**src/rtl/gpu_pkg.sv**
```systemverilog
// ============================================================================
// Module      : gpu_pkg
// Description : Shared types and defaults for the foreground pattern path.
// Revision    : 1.0 - initial release
// ============================================================================
`default_nettype none

package gpu_pkg;

  // Default pattern line geometry: eight 2-bit pixels per line
  localparam int PATTERN_PIXELS = 8;
  localparam int PATTERN_BPP    = 2;

  typedef logic [PATTERN_PIXELS*PATTERN_BPP-1:0] pattern_line_t;
  typedef logic [PATTERN_BPP-1:0]                pixel_t;

endpackage

`default_nettype wire

```
**src/rtl/pattern_hflipper_pixel_reverse.sv**
```systemverilog
// ============================================================================
// Module      : pixel_reverse
// Description : Combinational pixel-field reversal. Each BPP-bit field moves
//               as a unit, so the bit order inside a pixel is preserved.
// Revision    : 1.0 - initial release
// ============================================================================
`default_nettype none

module pixel_reverse #(
  parameter int PIXELS = 8,
  parameter int BPP    = 2
) (
  input  logic [PIXELS*BPP-1:0] line_in,
  input  logic                  sel,
  output logic [PIXELS*BPP-1:0] line_out
);

  logic [PIXELS*BPP-1:0] reversed;

  // Field k of the result takes field (PIXELS-1-k) of the input
  generate
    for (genvar k = 0; k < PIXELS; k++) begin : g_pix
      assign reversed[k*BPP +: BPP] = line_in[(PIXELS-1-k)*BPP +: BPP];
    end
  endgenerate

  assign line_out = sel ? reversed : line_in;

endmodule

`default_nettype wire

```
**src/rtl/pattern_hflipper.sv**
```systemverilog
// ============================================================================
// Module      : pattern_hflipper
// Description : Registered horizontal flipper for one foreground pattern line.
//               Latency 1 cycle, 1 line/cycle, no backpressure.
//               Optional macro PATTERN_HFLIPPER_OPAQUE_EN adds a registered
//               per-pixel non-transparent flag output (opaque).
// Revision    : 1.0 - initial release
// ============================================================================
`default_nettype none

module pattern_hflipper
  import gpu_pkg::*;
#(
  parameter int PIXELS = PATTERN_PIXELS,
  parameter int BPP    = PATTERN_BPP
) (
  input  logic                  clk,
  input  logic                  rst,
  input  logic [PIXELS*BPP-1:0] pattern,
  input  logic                  hflip,
  input  logic                  in_valid,
  output logic [PIXELS*BPP-1:0] line,
  output logic                  out_valid
`ifdef PATTERN_HFLIPPER_OPAQUE_EN
  ,
  output logic [PIXELS-1:0]     opaque
`endif
);

  logic [PIXELS*BPP-1:0] line_next;

  pixel_reverse #(
    .PIXELS (PIXELS),
    .BPP    (BPP)
  ) u_pixel_reverse (
    .line_in  (pattern),
    .sel      (hflip),
    .line_out (line_next)
  );

  // Line register loads on a qualified input and holds through gaps
  always_ff @(posedge clk or negedge rst) begin
    if (!rst) begin
      line <= '0;
    end else if (in_valid) begin
      line <= line_next;
    end
  end

  // Valid is a plain one-cycle delay of in_valid
  always_ff @(posedge clk or negedge rst) begin
    if (!rst) begin
      out_valid <= 1'b0;
    end else begin
      out_valid <= in_valid;
    end
  end

`ifdef PATTERN_HFLIPPER_OPAQUE_EN
  logic [PIXELS-1:0] opaque_next;

  // Bit k flags output field k; MSB therefore corresponds to leftmost pixel
  generate
    for (genvar k = 0; k < PIXELS; k++) begin : g_opaque
      assign opaque_next[k] = |line_next[k*BPP +: BPP];
    end
  endgenerate

  // Opaque flags register alongside the line with the same enable
  always_ff @(posedge clk or negedge rst) begin
    if (!rst) begin
      opaque <= '0;
    end else if (in_valid) begin
      opaque <= opaque_next;
    end
  end
`endif

endmodule

`default_nettype wire

```
**config.mk**
```make
export PLATFORM = sky130hd
export DESIGN_NAME = pattern_hflipper
export DESIGN_NICKNAME = d
export VERILOG_FILES = /design/src/rtl/gpu_pkg.sv /design/src/rtl/pattern_hflipper_pixel_reverse.sv /design/src/rtl/pattern_hflipper.sv
export SDC_FILE = /design/constraint.sdc
export NUM_CORES = 1
export LEC_CHECK = 0
export ABC_AREA = 1
export CAP_MARGIN = 20
export CORE_UTILIZATION = 34
export CTS_CLUSTER_DIAMETER = 40
export CTS_CLUSTER_SIZE = 24
export DETAILED_ROUTE_END_ITERATION = 10
export PLACE_DENSITY = 0.73
export SLEW_MARGIN = 5
export SYNTH_ARGS = -nofsm -noshare
export SYNTH_HDL_FRONTEND = slang
export SYNTH_SLANG_ARGS = --single-unit
export TNS_END_PERCENT = 20
```
**constraint.sdc**
```tcl
create_clock -name clk -period 0.8 [get_ports clk]
set_clock_uncertainty 0.05 [all_clocks]
set_input_delay 0.16 -clock clk [delete_from_list [all_inputs] [get_ports clk]]
set_output_delay 0.16 -clock clk [all_outputs]
set_load 0.01 [all_outputs]
```
==> summary.md, run 1 <==
| Metric | Value |
|---|---|
| Status | finished, violations left |
| Failing checks | setup timing |
| Critical path's largest stage delay | 0.41 ns |
| CP endpoint kind | primary output |
| Post-synthesis sequential area ratio | 0.489 |
| Fin. Hold Viols | 0 |
| Fin area | 1320 sq um |
| Initial DRC count | 19 |
| Die Ht | 52.6 microns |
| TNS Setup | -4.07 ns |
| Switch share | 0.286 |
| # clock sinks | 17 |
| Synth Cell Area | 870 sq um |
| Die X | 52.6 microns |
| CTS Hold Buffers Added | 0 |
| Number of global-route vias before repair | 860 |
| Reg-to-Reg End | line[6] |
| Worst R2R Start | line[6] |
| WL final | 2210 microns |
| Detailed Place HPWL | 1540 microns |
| VDD IR-drop max | 0.971 mV |
| Area grow syn2layout | 51.7% |
| Pwr dens | 1550 nW/um^2 |
| Min-delay src | in_valid |
| Antenna Nets Post-Route | 0 |
| Routed len/inst | 11.1 microns |
| H-tree levels | 1 |
| Pin count of the biggest net entering global routing | 18 |
| Drt pass-1 iters | 4 |
| Type of origin of the critical path | flop |
| FF-to-FF setup slack | -0.09 ns |
| Slew Viols, Final | 0 |
| Layout Cells excl Fill | 199 |
| Max Freq | 0.953 GHz |
| Fin crit share | 1.31 |
| CTS Buf Count | 3 |
| Max_slew headroom | 0.808 |
| CTS tree | done |
| Slowest CP cell | dfrtp_1 |
| Placer congestion estimate | 0.746 |
| Internal power | 1.46 mW |
| Placed Cells | 188 |
| Clock share of power | 0.224 |
| Worst path cell trace | buf_2 |
| Fillers | 224 |
| CTS Buffer Depth | 2 |
| Cell depth of the worst hold path | 1 |
| Hold Slack | 0.0975 ns |
| WP data arrival | 0.84 ns |
| WP data required | 0.59 ns |
| IO Count | 37 |
| Largest fanout on the critical path | 2 |
| P_leak | 0.764 nW |
| Root Driver | clkbuf_4 |
| Clock transition at path regs | 0.10 ns |
| Num rows | 17 |
| Net switching power | 0.585 mW |
| Mapped Cells | 121 |
| Yosys reg bits | 17 |
| Worst-Margin Slew | 0.287 ns |
| Die area | 2760 sq um |
| Fraction of layout cells with a size suffix above 1 | 0.240 |
| Final core occ | 0.569 |
| Worst path top cell family by delay | flip-flops |
| Distinct cells, synth | 9 |
| Antenna violations before repair | 0 |
| Dpl ws | -0.464 ns |
| Endpoint, Worst Hold | out_valid |
| Comb power frac | 0.290 |
| Vias | 914 |
| Syn nets | 141 |
| Register share of total power | 0.486 |
| Nets | 192 |
| DRC viols | 0 |
| Synth warn | 0 |
| Initial Util | 0.375 |
| Post-layout minimum cycle time | 1.05 ns |
| MaxCap Viol Count | 0 |
| Area post-placement | 1300 sq um |
| Crit path buffers/inverters | 1 |
| Clock Latency Late Sink | 0.29 ns |
| IO buf count | 36 |
| Via density | 4.59 |
| Final worst slack | -0.250 ns |
| Core Area | 2320 sq um |
| N_diodes | 0 |
| Critical setup path kind | flop to primary output |
| All-Layer GR Usage | 0.176 |
| Syn_area_per_cell | 7.19 sq um |
| Final setup fails | 21 |
| Power, Total | 2.04 mW |
| Worst r2r path cells | 4 |
| First-pass GRT wire length | 3560 microns |
| GR Overflow Total | 0 |
| RSZ-0062 raised after global routing | yes |
| Min-Delay Path Class | primary input to flop |
[final cells by class]
type,instances,area (sq um),area share
timing repair buffer,52,432,0.327
sequential,17,425,0.323
multi-input combinational,80,328,0.249
inverter,18,72.6,0.0550
tap,28,35.0,0.0266
clock buffer,4,26.3,0.0199
[flip-flops by register name, indices dropped and copies added, names as in the netlist]
register / cells
line: 16
out_valid: 1
[cells by family after synthesis]
kind of cell	share of synthesized area
DFF	0.489
and+or+nand+nor	0.368
buffers and inverters	0.142
[routing by layer]
| metal | track usage | share of wire |
|---|---|---|
| met5 | 0 | 0 |
| met4 | 0.0570 | 0 |
| met3 | 0.0319 | 0.088 |
| met2 | 0.316 | 0.48 |
| met1 | 0.209 | 0.43 |
[power groups by stage]
stage                     combinational [mW]  clock [mW]  sequential [mW]
final                                  0.593       0.457            0.993
after global routing                   0.656       0.498             1.00
after CTS                              0.574       0.477            0.990
after detailed placement               0.612           0             1.01
after global placement                 0.598           0             1.01
after floorplan                        0.196           0             1.05
[what timing repair did]
item	in CTS	in global routing
resized for setup	69	7
setup endpoints to repair	33	33
setup buffers	6	1
pin swaps	0	6
[Yosys cell counts (all sizes together)]
master / count / share of area
dfrtp: 17 / 0.49
inv: 18 / 0.081
nand2: 64 / 0.28
nand3: 16 / 0.092
buf: 6 / 0.062
[worst max path at each step]
stage | start | cells after the start | endpoint | slack [ns]
floorplan | hflip | 6 | line[10] | 0.04
finish | line[0] | 1 | line[0] | -0.25
global placement | hflip | 5 | line[2] | -0.44
detailed placement | hflip | 5 | line[6] | -0.46
CTS | line[0] | 1 | line[0] | -0.25
global route | line[14] | 1 | line[14] | -0.27
[cell usage in the layout (no fill, tap or decap)]
master and instances:
nand2_1 61, clkdlybuf4s50_1 17, dfrtp_1 17, inv_1 16
nand3_1 16, buf_2 16, buf_4 13, nand2_2 3
clkbuf_4 3, inv_4 2, buf_6 2, buf_12 2
clkbuf_1 1, dlygate4sd2_1 1, dlymetal6s2s_1 1
Power figures use the tool's default switching activity.
==> run 2, diff against run 1 <==
--- a/config.mk
+++ b/config.mk
@@ -11,6 +11,7 @@
 export CTS_CLUSTER_DIAMETER = 40
 export CTS_CLUSTER_SIZE = 24
 export DETAILED_ROUTE_END_ITERATION = 10
+export GPL_ROUTABILITY_DRIVEN = 0
 export PLACE_DENSITY = 0.73
 export SLEW_MARGIN = 5
 export SYNTH_ARGS = -nofsm -noshare
==> results of run 2 <==
The final DEF is identical to that of run 1; final timing and power are the same.
